`config.mk`:
```
export PLATFORM = sky130hd
export DESIGN_NAME = mem_fifo_ctrl
export DESIGN_NICKNAME = d
export VERILOG_FILES = /design/src/rtl/mem_fifo_ctrl.sv
export SDC_FILE = /design/constraint.sdc
export NUM_CORES = 1
export LEC_CHECK = 0
export ABC_AREA = 0
export BUFFER_PORTS_ARGS = -buffer_cell sky130_fd_sc_hd__buf_2
export CAP_MARGIN = 20
export CORE_ASPECT_RATIO = 0.8
export CORE_UTILIZATION = 46
export DETAILED_ROUTE_END_ITERATION = 7
export PLACE_DENSITY = 0.74
export SETUP_SLACK_MARGIN = 0.15
export SLEW_MARGIN = 20
export SYNTH_ARGS = -nofsm -noshare
export SYNTH_HDL_FRONTEND = slang
export SYNTH_SLANG_ARGS = --single-unit
```
`constraint.sdc`:
```
create_clock -name clk -period 5.1 [get_ports clk]
set_input_delay 1.02 -clock clk [delete_from_list [all_inputs] [get_ports clk]]
set_output_delay 1.02 -clock clk [all_outputs]
set_load 0.1 [all_outputs]
```
`src/rtl/mem_fifo_ctrl.sv`:
```
// mem_fifo_ctrl
// FIFO controller that keeps its storage in an external simple dual-port RAM.
// The RAM has a one-cycle read latency. A 2-entry register buffer on the read
// side hides that latency, so both sides can move one word per cycle.
//
// Ports
//   clk, resetn            single clock; asynchronous active-low reset
//   s_data/s_valid/s_ready write-side valid/ready handshake
//   m_data/m_valid/m_ready read-side valid/ready handshake
//   mem_we/mem_waddr/...   RAM write port (mem_din carries s_data)
//   mem_raddr/mem_dout     RAM read port; raddr is sampled on the clock edge
//   count                  total words held: RAM + read in flight + output buffer

module mem_fifo_ctrl #(
    parameter int unsigned DATA_WIDTH = 32,
    parameter int unsigned ADDR_WIDTH = 8
) (
    input  logic                  clk,
    input  logic                  resetn,

    input  logic [DATA_WIDTH-1:0] s_data,
    input  logic                  s_valid,
    output logic                  s_ready,

    output logic [DATA_WIDTH-1:0] m_data,
    output logic                  m_valid,
    input  logic                  m_ready,

    output logic                  mem_we,
    output logic [ADDR_WIDTH-1:0] mem_waddr,
    output logic [DATA_WIDTH-1:0] mem_din,
    output logic [ADDR_WIDTH-1:0] mem_raddr,
    input  logic [DATA_WIDTH-1:0] mem_dout,

    output logic [ADDR_WIDTH+1:0] count
);

    // ------------------------------------------------------------------
    // State
    // ------------------------------------------------------------------
    logic [ADDR_WIDTH-1:0] wr_ptr_q, wr_ptr_d;
    logic [ADDR_WIDTH-1:0] rd_ptr_q, rd_ptr_d;
    logic [ADDR_WIDTH:0]   ram_count_q, ram_count_d;
    logic                  rd_pending_q, rd_pending_d;
    logic [1:0]            obuf_count_q, obuf_count_d;
    logic [DATA_WIDTH-1:0] obuf0_q, obuf0_d;   // head entry
    logic [DATA_WIDTH-1:0] obuf1_q, obuf1_d;
    // Held low by reset and set on the first edge afterwards, so s_ready stays
    // low throughout reset even though ram_count is zero then.
    logic                  accept_en_q;

    logic                  push;
    logic                  pop;
    logic                  issue;
    logic                  capture;
    logic [2:0]            obuf_after_pop;

    // ------------------------------------------------------------------
    // Handshakes and read issue
    // ------------------------------------------------------------------
    always_comb begin
        // ram_count tops out at 2**ADDR_WIDTH, so its MSB alone flags "full".
        s_ready = accept_en_q && !ram_count_q[ADDR_WIDTH];
        m_valid = (obuf_count_q != 2'd0);
        m_data  = obuf0_q;

        push    = s_valid && s_ready;
        pop     = m_valid && m_ready;
        capture = rd_pending_q;

        // Buffer occupancy once the in-flight word lands and the current pop
        // leaves; a new read may only be issued if that leaves a free slot.
        // pop implies obuf_count >= 1, so this never underflows.
        obuf_after_pop = {1'b0, obuf_count_q} + {2'b00, rd_pending_q} - {2'b00, pop};
        // ram_count excludes this cycle's push, so the issued address is never
        // the one being written right now.
        issue = (ram_count_q != '0) && (obuf_after_pop < 3'd2);
    end

    // ------------------------------------------------------------------
    // RAM port drive
    // ------------------------------------------------------------------
    always_comb begin
        mem_we    = push;
        mem_waddr = wr_ptr_q;
        mem_din   = s_data;
        mem_raddr = rd_ptr_q;
    end

    // ------------------------------------------------------------------
    // Pointer / counter next state
    // ------------------------------------------------------------------
    always_comb begin
        wr_ptr_d     = wr_ptr_q;
        rd_ptr_d     = rd_ptr_q;
        rd_pending_d = issue;

        if (push) begin
            wr_ptr_d = wr_ptr_q + ADDR_WIDTH'(1);
        end
        if (issue) begin
            rd_ptr_d = rd_ptr_q + ADDR_WIDTH'(1);
        end

        ram_count_d = ram_count_q + (ADDR_WIDTH + 1)'(push) - (ADDR_WIDTH + 1)'(issue);
    end

    // ------------------------------------------------------------------
    // Output buffer next state (2-entry in-order FIFO, entry 0 is head)
    // ------------------------------------------------------------------
    always_comb begin
        obuf0_d      = obuf0_q;
        obuf1_d      = obuf1_q;
        obuf_count_d = obuf_count_q;

        // A capture only happens while at most one entry is occupied, since
        // issue is gated on obuf_count + rd_pending staying below 2.
        case ({capture, pop})
            2'b01: begin
                obuf0_d      = obuf1_q;
                obuf_count_d = obuf_count_q - 2'd1;
            end
            2'b10: begin
                if (obuf_count_q == 2'd0) begin
                    obuf0_d = mem_dout;
                end else begin
                    obuf1_d = mem_dout;
                end
                obuf_count_d = obuf_count_q + 2'd1;
            end
            2'b11: begin
                // Head leaves; the incoming word joins behind whatever remains.
                if (obuf_count_q == 2'd1) begin
                    obuf0_d = mem_dout;
                end else begin
                    obuf0_d = obuf1_q;
                    obuf1_d = mem_dout;
                end
            end
            default: begin
            end
        endcase
    end

    // ------------------------------------------------------------------
    // Occupancy report
    // ------------------------------------------------------------------
    always_comb begin
        count = (ADDR_WIDTH + 2)'(ram_count_q)
              + (ADDR_WIDTH + 2)'(rd_pending_q)
              + (ADDR_WIDTH + 2)'(obuf_count_q);
    end

    // ------------------------------------------------------------------
    // Registers
    // ------------------------------------------------------------------
    always_ff @(posedge clk or negedge resetn) begin
        if (!resetn) begin
            wr_ptr_q     <= '0;
            rd_ptr_q     <= '0;
            ram_count_q  <= '0;
            rd_pending_q <= 1'b0;
            obuf_count_q <= 2'd0;
            obuf0_q      <= '0;
            obuf1_q      <= '0;
            accept_en_q  <= 1'b0;
        end else begin
            wr_ptr_q     <= wr_ptr_d;
            rd_ptr_q     <= rd_ptr_d;
            ram_count_q  <= ram_count_d;
            rd_pending_q <= rd_pending_d;
            obuf_count_q <= obuf_count_d;
            obuf0_q      <= obuf0_d;
            obuf1_q      <= obuf1_d;
            accept_en_q  <= 1'b1;
        end
    end

endmodule

```
# After elaboration in Yosys (flattened, before gate mapping)
# Index checks and enable logic that the tools add are counted.
[word_totals]
regBits = 93
output_inout_bits = 93
in_bits = 68
wordCells = 46
[op_classes]
magnitude_cmp = 1
n_eq_ne = 7
reduce_logical = 13
muxes = 7
addsub = 10
[ops]
columns = ["op", "count"]
rows = [
  ["32-bit 2-to-1 mux", 4],
  ["32-bit one-hot mux with 3 select lines", 1],
  ["32-bit one-hot mux with 2 select lines", 1],
  ["8-bit by 1-bit adder with 8-bit output (second input constant)", 2],
  ["10-bit by 2-bit adder with 10-bit output", 1],
  ["9-bit by 1-bit adder with 10-bit output", 1],
  ["9-bit by 1-bit adder with 9-bit output", 1],
  ["9-bit nonzero test", 1],
  ["9-bit by 1-bit subtractor with 9-bit output", 1],
  ["2-bit inequality test (second input constant)", 3],
  ["2-bit nonzero test", 3],
  ["2-bit by 1-bit == test with 1-bit output (second input constant)", 2],
  ["2-bit == test (second input constant)", 2],
  ["1-bit logical AND", 4],
  ["2-bit one-hot mux with 2 select lines", 1],
  ["2-bit by 1-bit adder with 3-bit output", 1],
  ["3-bit by 2-bit less-than comparator with 1-bit output (second input constant)", 1],
  ["3-bit AND reduction", 1],
  ["3-bit nonzero test", 1],
  ["3-bit by 1-bit subtractor with 3-bit output", 1],
  ["2-bit by 1-bit adder with 2-bit output (second input constant)", 1],
  ["2-bit logical NOT", 1],
  ["2-bit AND reduction", 1],
  ["2-bit by 1-bit subtractor with 2-bit output (second input constant)", 1],
  ["1-bit logical NOT", 1],
]

# Depth between registers and ports, before layout
[depth]
word_depth = 6
depth_mapped = 18
mapped_depth_nobuf = 18

# Worst setup path after synthesis
# OpenSTA, ideal clock, no wires.
[synth_timing]
path_type = "in2reg"
from = "input port m_ready"
to = "register ram_count_q[6]"
n_path_buf = 0
path_slack_ns = 0.571
required_ns = 4.975
setup_ns = 0.125
arrival_time_ns = 4.404
stages = 16
path_cell_list = "nor2b_1 inv_2 ha_1 nand2b_1 fa_1 xor2_1 a311oi_2 ha_1 inv_1 ha_1 inv_1 fa_1 nand2b_1 a21oi_1 a31oi_1 xnor2_1"
[synth_via]
elab_chain_cells = 5
[synth_rtl]
columns = ["item", "line_no", "source"]
rows = [
  ["start, declared", "27", "input logic m_ready,"],
  ["1-bit logical AND", "68", "pop = m_valid && m_ready;"],
  ["3-bit by 1-bit subtractor with 3-bit output", "74", "obuf_after_pop = {1'b0, obuf_count_q} + {2'b00, rd_pending_q} - {2'b00, pop};"],
  ["3-bit by 2-bit less-than comparator with 1-bit output", "77", "issue = (ram_count_q != '0) && (obuf_after_pop < 3'd2);"],
  ["1-bit logical AND", "77", ""],
  ["via issue", "54", "logic issue;"],
  ["9-bit by 1-bit subtractor with 9-bit output", "105", "ram_count_d = ram_count_q + (ADDR_WIDTH + 1)'(push) - (ADDR_WIDTH + 1)'(issue);"],
  ["via ram_count_d[6]", "43", "logic [ADDR_WIDTH:0] ram_count_q, ram_count_d;"],
  ["end signal, assigned", "170", "ram_count_q <= ram_count_d;"],
  ["end, declared", "43", ""],
]
# The timed path passes the listed nets, and every way through them passes these cells.
# A chain may end at the register's enable or synchronous reset.

# Worst setup path after layout
[layout_timing]
from = "register obuf_count_q[1]"
to = "register ram_count_q[6]"
[layout_via]
elab_chain_cells = 6
word_cells_on_any_way = 7
cone_classes = "add/sub (3); order compare (1); reduce/logical (3)"
[layout_rtl]
columns = ["item", "line_no", "source"]
rows = [
  ["start, declared", "45", "logic [1:0] obuf_count_q, obuf_count_d;"],
  ["start signal, assigned", "172", "obuf_count_q <= obuf_count_d;"],
  ["branches (longest 2 deep; another with 2-bit by 1-bit adder with 3-bit output)", "-", ""],
  ["3-bit by 1-bit subtractor with 3-bit output (*)", "74", ""],
  ["3-bit by 2-bit less-than comparator with 1-bit output (*)", "77", ""],
  ["1-bit logical AND (*)", "77", ""],
  ["via issue", "54", ""],
  ["9-bit by 1-bit subtractor with 9-bit output (*)", "105", ""],
  ["via ram_count_d[6]", "43", ""],
]
# Mark *: on every way through the listed nets, which the timed path passes.

==> results.txt <==
most common cell after layout, fill and taps aside - buf_2
max frequency - 228 MHz
total clock sinks - 93
Routed Wire Length - 9180 um
average cell area after synthesis - 12.1 um^2
worst skew pair latency - 330 ps
crit path from - obuf_count_q[1]
Crit path top cell by count - ha_1
yosys warns - 0
R2R depth - 18
endpoint class of the critical path - flip-flop
Crit path required time - 5310 ps
Arr. time, crit path - 4600 ps
largest net degree at the start of global routing - 55
cts hold-fix bufs - 0
Post-Layout Cell Count - 599
Top FF cell, synth - dfrtp_1
cells along the critical path - inv_1 > ha_1 > nor2b_1 > inv_2 > ha_1 > nand2b_1 > fa_1 > xor2_1 > a311oi_2 > ha_1 > inv_1 > ha_1 > inv_1 > fa_1 > nand2b_1 > a21oi_1 > a31oi_1 > xnor2_1
Tmin final - 4390 ps
final global-route overflow total - 0
Root Driver - clkbuf_16
EDFF count, synth - 0
PortBufs - 96
Vias/cell - 5.30
per-cell routed wire length - 15.3 um
reg2reg end - ram_count_q[6]
Worst Path Max Fanout - 6
CP Capture Point - ram_count_q[6]
CP startpoint kind - flip-flop
slowest stage delay, CP - 490 ps
Clock Pin Slew Worst Setup and Hold Paths - 70 ps
maximum clock path buffer count - 2
crit path kind - flip-flop to flip-flop
Die X - 115 um
Post-CTS Setup Bufs - 0
Hold Slack - 463 ps
setup TNS - 0 ps
routability congestion estimate - 0.793
Layout area overhead - 14.8%
share of cells above drive strength 1 - 33.3%
Mapped Cells - 391
# H-tree levels - 3
cts repair resizes - 0
synthesis-stage register bit count - 93
DR vias - 3174
max-slew violation count - 0
Hold Crit Class - flip-flop to flip-flop
Reg area - 2330 um^2
die area - 10700 um^2
Inserted Diodes - 0
GRT Util Overall - 17.9%
initial drt markers - 176
Yosys cell types - 45
initial antenna violation count - 0
number of buffers created by CTS - 9
placed cells - 583
IO Pins - 161
Post-Syn Area - 4730 um^2
RSZ-0062 raised after global routing - no
final hold vios - 0
Nets - 554
Max transition margin - 25.0%
first-pass GRT wire length - 15000 um
Detail Placement HPWL - 6420 um
vias in the first global route - 3146
CTS tree - built
r2r setup slk - 710 ps
initial core utilization - 48.2%
Die Height - 92.7 um
Finish-stage setup viols - 0
Final ANT Viol Nets - 0
Synth async-reset ratio - 100%
slew at the pin with the worst max-slew slack - 1120 ps
Initial DRT Pass Iterations - 4
sequential area share after synthesis - 49.2%
CORE AREA - 9810 um^2
total of max-cap violations - 0
Final Skew - 5.31 ps
Site Rows - 32
Post-Syn Nets - 487
run status - finished, final reports clean
FF-to-FF Start - obuf_count_q[1]
DRC - 0
CP max-delay cell - dfrtp_1
Area after DPL - 5120 um^2
Final Instance Area - 5430 um^2
fill count - 832
Period Utilization, post-route - 86.1%
multi-input logic area - 2010 um^2
commonest non-fill, non-tap cells in the layout - 95 x buf_2, 93 x dfrtp_1, 32 x mux2_2, 32 x and2_1, 32 x a221o_1
## cell usage after synthesis, types with 3 or more instances
| cell | count | share of area, % |
|---|---|---|
| clkbuf_1 | 4 | 0.32 |
| inv_1 | 24 | 1.9 |
| nand2_1 | 10 | 0.79 |
| and3_1 | 3 | 0.40 |
| nand2b_1 | 4 | 0.53 |
| fa_1 | 4 | 1.7 |
| mux2_2 | 32 | 7.6 |
| buf_6 | 3 | 0.71 |
| a221o_1 | 32 | 6.8 |
| buf_2 | 6 | 0.63 |
| and2_1 | 32 | 4.2 |
| dfrtp_1 | 93 | 49 |
| a21oi_1 | 7 | 0.74 |
| nand4_1 | 7 | 0.93 |
| ha_1 | 24 | 6.3 |
| nand3_1 | 5 | 0.53 |
| xnor2_1 | 22 | 4.1 |
| nor2_1 | 4 | 0.32 |
| nor2b_1 | 5 | 0.66 |
| xor2_1 | 7 | 1.3 |
| buf_4 | 32 | 5.1 |
## cell type report
type | count | share of cell area [%]
Sequential cell | 93 | 42.9
Inverter | 25 | 1.73
Timing Repair Buffer | 101 | 9.59
Multi-Input combinational cell | 228 | 37.0
Clock inverter | 5 | 1.24
Clock buffer | 11 | 4.47
Tap cell | 136 | 3.13
## state kept, by name, summed over array words and instances, names as in the netlist
name	cells
accept_en_q	1
capture	1
m_data	32
mem_raddr	8
mem_waddr	8
obuf1_q	32
obuf_count_q	2
ram_count_q	9
## cell families (layout without fill, tap and decap cells)
| kind of cell | after synthesis | in the layout | synth area share [%] |
|---|---|---|---|
| flip-flops | 93 | 93 | 49.2 |
| multiplexers | 34 | 34 | 8.10 |
| AND/OR/NAND/NOR | 81 | 81 | 10.1 |
| buffers and inverters | 70 | 142 | 8.73 |
| adder cells (fa/ha/maj) | 28 | 28 | 8.04 |
| XOR/XNOR | 29 | 29 | 5.37 |
| other | 1 | 1 | 0.0793 |
| AO/OA/AOI/OAI | 55 | 55 | 10.4 |
## metrics by stage
step | util [%] | setup slack (ps)
after floorplan | - | 571
after global placement | 52.2 | 571
after detailed placement | 52.2 | 443
after CTS | 55.4 | 698
after global routing | 55.4 | 389
final | 55.4 | 708
## critical path, delay by kind of cell (launching register included)
kind            cells  cell delay (ps)
xor+xnor            2              290
fa+ha+maj           6             1830
compound gates      3              660
flops               1              490
buf+inv             4              320
simple gates        3              670
## layer usage
metal / track usage [%] / up-vias / wire, um
li1: - / 1481 / -
met1: 24.5 / 1609 / 4340
met2: 28.6 / 71 / 4450
met3: 3.86 / 13 / 277
met4: 5.19 / 0 / 116
met5: 0 / - / 0
## worst min-delay path by stage
stage          slack (ps)    startpoint      endpoint  depth (start not counted)
3_3_place_gp          460  mem_raddr[7]  mem_raddr[7]                          1
3_5_place_dp          460  mem_raddr[7]  mem_raddr[7]                          1
4_1_cts               470  mem_waddr[7]  mem_waddr[7]                          1
2_1_floorplan         460   obuf1_q[13]   obuf1_q[13]                          1
5_1_grt               490  mem_waddr[7]  mem_waddr[7]                          1
6_report              460  mem_waddr[7]  mem_waddr[7]                          1
Power is not shown: default switching activity piles up to over one toggle a cycle in this logic, so the estimate is an artifact.
